### src/rtl/stopwatch_button_ctrl.sv
// stopwatch_button_ctrl: synchronizes and debounces the start/stop and clear buttons,
// toggles the run level on each start/stop press and stretches every clear event so
// that clr_n stays low for CLEAR_HOLD clk cycles.
// Optional feature macro: LONG_PRESS_CLEAR_EN (a long btn_run hold also fires a clear).
module stopwatch_button_ctrl #(
   parameter int unsigned DEBOUNCE_CYCLES   = 1_000_000,
   parameter int unsigned CLEAR_HOLD        = 100_000,
   parameter int unsigned LONG_PRESS_CYCLES = 100_000_000
) (
   input  logic clk,
   input  logic rst,
   input  logic btn_run,
   input  logic btn_clr,
   output logic run,
   output logic clr_n,
   output logic run_pulse,
   output logic clr_pulse
);

   localparam int unsigned DbW   = $clog2(DEBOUNCE_CYCLES) + 1;
   localparam int unsigned HoldW = $clog2(CLEAR_HOLD) + 1;
   localparam logic [DbW-1:0]   DbLast   = DbW'(DEBOUNCE_CYCLES - 1);
   localparam logic [HoldW-1:0] HoldLast = HoldW'(CLEAR_HOLD - 1);

   typedef enum logic [0:0] {StIdle, StHold} clr_state_e;

   // Bit 0 carries btn_run, bit 1 carries btn_clr.
   logic [1:0]          sync1_q, sync1_d, sync2_q, sync2_d;
   logic [1:0]          db_state_q, db_state_d, db_prev_q, db_prev_d;
   logic [1:0][DbW-1:0] db_cnt_q, db_cnt_d;
   logic [1:0]          press;

   clr_state_e       state_q, state_d;
   logic [HoldW-1:0] hold_cnt_q, hold_cnt_d;
   logic             run_q, run_d, clr_n_q, clr_n_d;
   logic             run_pulse_q, run_pulse_d, clr_pulse_q, clr_pulse_d;
   logic             lp_fire;

   // Synchronizer shift and debounce counters for both buttons.
   always_comb begin
      sync1_d    = {btn_clr, btn_run};
      sync2_d    = sync1_q;
      db_prev_d  = db_state_q;
      db_state_d = db_state_q;
      db_cnt_d   = '0;
      for (int i = 0; i < 2; i++) begin
         if (sync2_q[i] != db_state_q[i]) begin
            if (db_cnt_q[i] == DbLast) begin
               db_state_d[i] = sync2_q[i];
            end else begin
               db_cnt_d[i] = db_cnt_q[i] + DbW'(1);
            end
         end
      end
   end

   // A press is a rising edge of the debounced level; releases are ignored.
   always_comb begin
      press = db_state_q & ~db_prev_q;
   end

`ifdef LONG_PRESS_CLEAR_EN
   localparam int unsigned LpW = $clog2(LONG_PRESS_CYCLES) + 1;
   localparam logic [LpW-1:0] LpLast = LpW'(LONG_PRESS_CYCLES - 1);

   logic [LpW-1:0] lp_cnt_q, lp_cnt_d;
   logic           lp_done_q, lp_done_d;

   // Time a held run button; one clear per hold, deferred until the clear FSM is idle.
   always_comb begin
      lp_cnt_d  = lp_cnt_q;
      lp_done_d = lp_done_q;
      lp_fire   = 1'b0;
      if (!db_state_q[0]) begin
         lp_cnt_d  = '0;
         lp_done_d = 1'b0;
      end else if (!lp_done_q) begin
         if (lp_cnt_q == LpLast) begin
            if (state_q == StIdle) begin
               lp_fire   = 1'b1;
               lp_done_d = 1'b1;
               lp_cnt_d  = '0;
            end
         end else begin
            lp_cnt_d = lp_cnt_q + LpW'(1);
         end
      end
   end

   // Long-press counter state.
   always_ff @(posedge clk) begin
      if (rst) begin
         lp_cnt_q  <= '0;
         lp_done_q <= 1'b0;
      end else begin
         lp_cnt_q  <= lp_cnt_d;
         lp_done_q <= lp_done_d;
      end
   end
`else
   // Parameter kept so both builds share one interface.
   logic unused_lp_cycles;
   assign unused_lp_cycles = ^LONG_PRESS_CYCLES;

   always_comb begin
      lp_fire = 1'b0;
   end
`endif

   // Clear FSM and run toggle; a clear event beats a run press on the same edge.
   always_comb begin
      state_d     = state_q;
      hold_cnt_d  = hold_cnt_q;
      run_d       = run_q;
      clr_n_d     = clr_n_q;
      run_pulse_d = 1'b0;
      clr_pulse_d = 1'b0;
      case (state_q)
         StIdle: begin
            if (press[1] || lp_fire) begin
               state_d     = StHold;
               hold_cnt_d  = '0;
               clr_pulse_d = 1'b1;
               clr_n_d     = 1'b0;
               run_d       = 1'b0;
            end else if (press[0]) begin
               run_pulse_d = 1'b1;
               run_d       = ~run_q;
            end
         end
         StHold: begin
            if (hold_cnt_q == HoldLast) begin
               state_d    = StIdle;
               hold_cnt_d = '0;
               clr_n_d    = 1'b1;
            end else begin
               hold_cnt_d = hold_cnt_q + HoldW'(1);
            end
         end
         default: state_d = StIdle;
      endcase
   end

   // State registers with synchronous reset.
   always_ff @(posedge clk) begin
      if (rst) begin
         sync1_q     <= '0;
         sync2_q     <= '0;
         db_state_q  <= '0;
         db_prev_q   <= '0;
         db_cnt_q    <= '0;
         state_q     <= StIdle;
         hold_cnt_q  <= '0;
         run_q       <= 1'b0;
         clr_n_q     <= 1'b1;
         run_pulse_q <= 1'b0;
         clr_pulse_q <= 1'b0;
      end else begin
         sync1_q     <= sync1_d;
         sync2_q     <= sync2_d;
         db_state_q  <= db_state_d;
         db_prev_q   <= db_prev_d;
         db_cnt_q    <= db_cnt_d;
         state_q     <= state_d;
         hold_cnt_q  <= hold_cnt_d;
         run_q       <= run_d;
         clr_n_q     <= clr_n_d;
         run_pulse_q <= run_pulse_d;
         clr_pulse_q <= clr_pulse_d;
      end
   end

   assign run       = run_q;
   assign clr_n     = clr_n_q;
   assign run_pulse = run_pulse_q;
   assign clr_pulse = clr_pulse_q;

endmodule

### config.mk
export PLATFORM = sky130hd
export DESIGN_NAME = stopwatch_button_ctrl
export DESIGN_NICKNAME = d
export VERILOG_FILES = /design/src/rtl/stopwatch_button_ctrl.sv
export SDC_FILE = /design/constraint.sdc
export NUM_CORES = 1
export LEC_CHECK = 0
export ABC_AREA = 1
export CAP_MARGIN = 20
export CORE_MARGIN = 5
export CORE_UTILIZATION = 50
export CTS_CLUSTER_DIAMETER = 150
export DETAILED_ROUTE_END_ITERATION = 16
export GPL_TIMING_DRIVEN = 0
export PLACE_DENSITY = 0.66
export SYNTH_ARGS = -nofsm -noshare
export SYNTH_HDL_FRONTEND = slang
export SYNTH_SLANG_ARGS = --single-unit
export TNS_END_PERCENT = 30
### constraint.sdc
create_clock -name clk -period 2.2 [get_ports clk]
set_clock_uncertainty 0.2 [all_clocks]
set_input_delay 0.66 -clock clk [delete_from_list [all_inputs] [get_ports clk]]
set_output_delay 0.66 -clock clk [all_outputs]
set_load 0.005 [all_outputs]
==> metrics.txt <==
post-route setup TNS 0 ns; Root Driver clkbuf_8; VDD IR max 0.307 mV; final worst-path cycle share 94.0%; DP HPWL 5950 um; ys async rst share 0%; CTS tree built; Starting Density 51.1%; clk slew on worst S/H paths 0.10 ns; CP Class reg -> out; Area after DPL 3860 um2; Critical Path Slowest Stage Cell clkdlybuf4s50_1; post-DR wirelength/cell 11.7 um; post-synthesis sequential area ratio 39.9%; initial DRC count 115; max_slew headroom 67.0%; Vias/cell 4.96; fin crit period 2.07 ns; syn_area_per_cell 6.57 um2; DIE AREA 9140 um2; largest cells by area after synthesis dfxtp_1, nand2_1, nor2_1; final net count 583; Num CTS Buffers 9; total power divided by cell area 587 nW/um2; chip height 95.6 um; synth unique cells 30; most common cell in the netlist nand2_1; Die W 95.6 um; CTS H-tree lvls 3; largest net degree at the start of global routing 16; worst slew pin tran 0.495 ns; worst path cell trace clkdlybuf4s50_1; number of core rows 31; Max Fanout on Critical Path 2; max incr delay on CP 0.51 ns; Worst path top cell family by delay buffers and inverters; Primary FF master, synth dfxtp_1; post-route insts no fill 680; Reg area 1460 um2; total power 2.37 mW; Synth Register Bits 73; Setup crit end kind primary output; Mapped Nets 565; area leader, netlist dfxtp_1; top post-synthesis cells by count nand2_1, nor2_1, dfxtp_1; CP Buf/Inv Count 1; top-area cell type share of the netlist area 39.9%; first-pass GRT wire length 13,800 um; area of the multi-input gates 1940 um2; number of global-route vias before repair 3,140; Ports 8; fin area 4040 um2; fmax 484 MHz; Core ar. 7180 um2; placed insts 664; Yosys Warn Count 0; Pre-antenna DRT Iters 4; initial antenna violation count 0; CP Launch Type flip-flop; Syn Inst Count 558; Post-CTS Setup Inserts 0; status finished, final reports clean; Hold WC Path Type reg -> reg; Congestion Overflow GR 0; Pleak 1.36 nW; RSZ-0062 raised after global routing false; P&R area growth vs syn 10.3%; Ant. Diodes 0; setup slack after layout 0.132 ns; worst skew pair latency 0.35 ns; Fin. Hold Viols 0; gpl congestion 0.893; Critical Path AT 1.21 ns; residual DRC count 0; CTS sink cnt 73; Synth Cell Area 3660 um2; post-place setup slack -0.246 ns; via count 3,372; share of layout cells above drive strength 1 5.51%; Min Hold Slack 0.211 ns; post-layout util 56.3%; remaining antenna violation count after routing 0; total track usage 19.2%; Data required, critical path 1.34 ns; Post-synth EDFFs 0; Max Slew Vio Count 0; Max-Cap Viols 0; Finish-stage setup viols 0; final wirelength 7940 um; fillers 722; Clock Path Buffers 2; IO buf count 7
cell type report:
| type | count | area share [%] |
|---|---|---|
| Inverter | 54 | 5.01 |
| Timing Repair Buffer | 7 | 1.73 |
| Clock buffer | 9 | 3.06 |
| Clock inverter | 7 | 1.49 |
| Tap cell | 99 | 3.06 |
| Multi-Input combinational cell | 422 | 48.0 |
| Sequential cell | 73 | 36.1 |
| Buffer | 9 | 1.49 |
logic make-up after synthesis:
kind of cell | Yosys count | share of synthesized area (%)
compound gates | 55 | 7.99
xor+xnor | 20 | 4.78
fa+ha+maj | 3 | 1.02
buf+inv | 63 | 7.14
flops | 73 | 39.9
simple gates | 344 | 39.2
where the power goes:
group	total, mW	internal, mW	switching, mW
Sequential	1.33	1.32	0.00239
Combinational	0.0392	0.0136	0.0257
Clock	1.01	0.432	0.576
state kept, by name (all words and copies together), names as in the netlist:
register,cells
hold_cnt_q,18
sync2_q,2
clr_pulse,1
db_cnt_q,42
run_pulse,1
db_prev_d,2
run,1
clr_n,1
state_q,1
db_prev_q,2
sync1_q,2
final timing paths:
check                              startpoint        endpoint  slack (ns)  cells after the start
worst max register to register  hold_cnt_q[1]  hold_cnt_q[17]        0.32                      8
worst min register to register     sync1_q[0]      sync2_q[0]        0.21                      2
worst max-delay path                    clr_n           clr_n        0.13                      1
worst min-delay path               sync1_q[0]      sync2_q[0]        0.21                      2
cells in the final DEF, fill, tap and decap left out, types with 2 or more instances in the layout:
| cell | synthesis | final |
|---|---|---|
| a21oi_1 | 30 | 30 |
| buf_4 | 2 | 2 |
| buf_6 | 2 | 2 |
| clkbuf_2 | 1 | 2 |
| clkbuf_8 | 0 | 9 |
| clkdlybuf4s50_1 | 0 | 7 |
| dfxtp_1 | 73 | 73 |
| ha_1 | 3 | 3 |
| inv_1 | 54 | 54 |
| inv_6 | 0 | 5 |
| nand2_1 | 148 | 148 |
| nand2_2 | 2 | 2 |
| nand3_1 | 33 | 33 |
| nand3b_1 | 7 | 7 |
| nand4_1 | 10 | 10 |
| nor2_1 | 128 | 128 |
| nor2_2 | 3 | 3 |
| nor2_4 | 2 | 2 |
| nor3_1 | 7 | 7 |
| o21ai_0 | 17 | 17 |
| o21bai_1 | 4 | 4 |
| or2_0 | 2 | 2 |
| xnor2_1 | 8 | 8 |
| xor2_1 | 12 | 12 |
layer usage:
layer	track usage, %	wire length [um]	vias up
met5	0	0	-
met4	8.65	250	0
met3	5.29	243	24
met2	31.8	3780	57
met1	23.2	3660	1494
li1	-	-	1797
repair_timing:
| action | in CTS | in global routing |
|---|---|---|
| hold endpoints to repair | 0 | 0 |
| endpoints found under the setup margin | 0 | 3 |
| resized for setup | 0 | 2 |
| hold buffers | 0 | 0 |
Note: power is estimated with default switching activity, not from simulation.
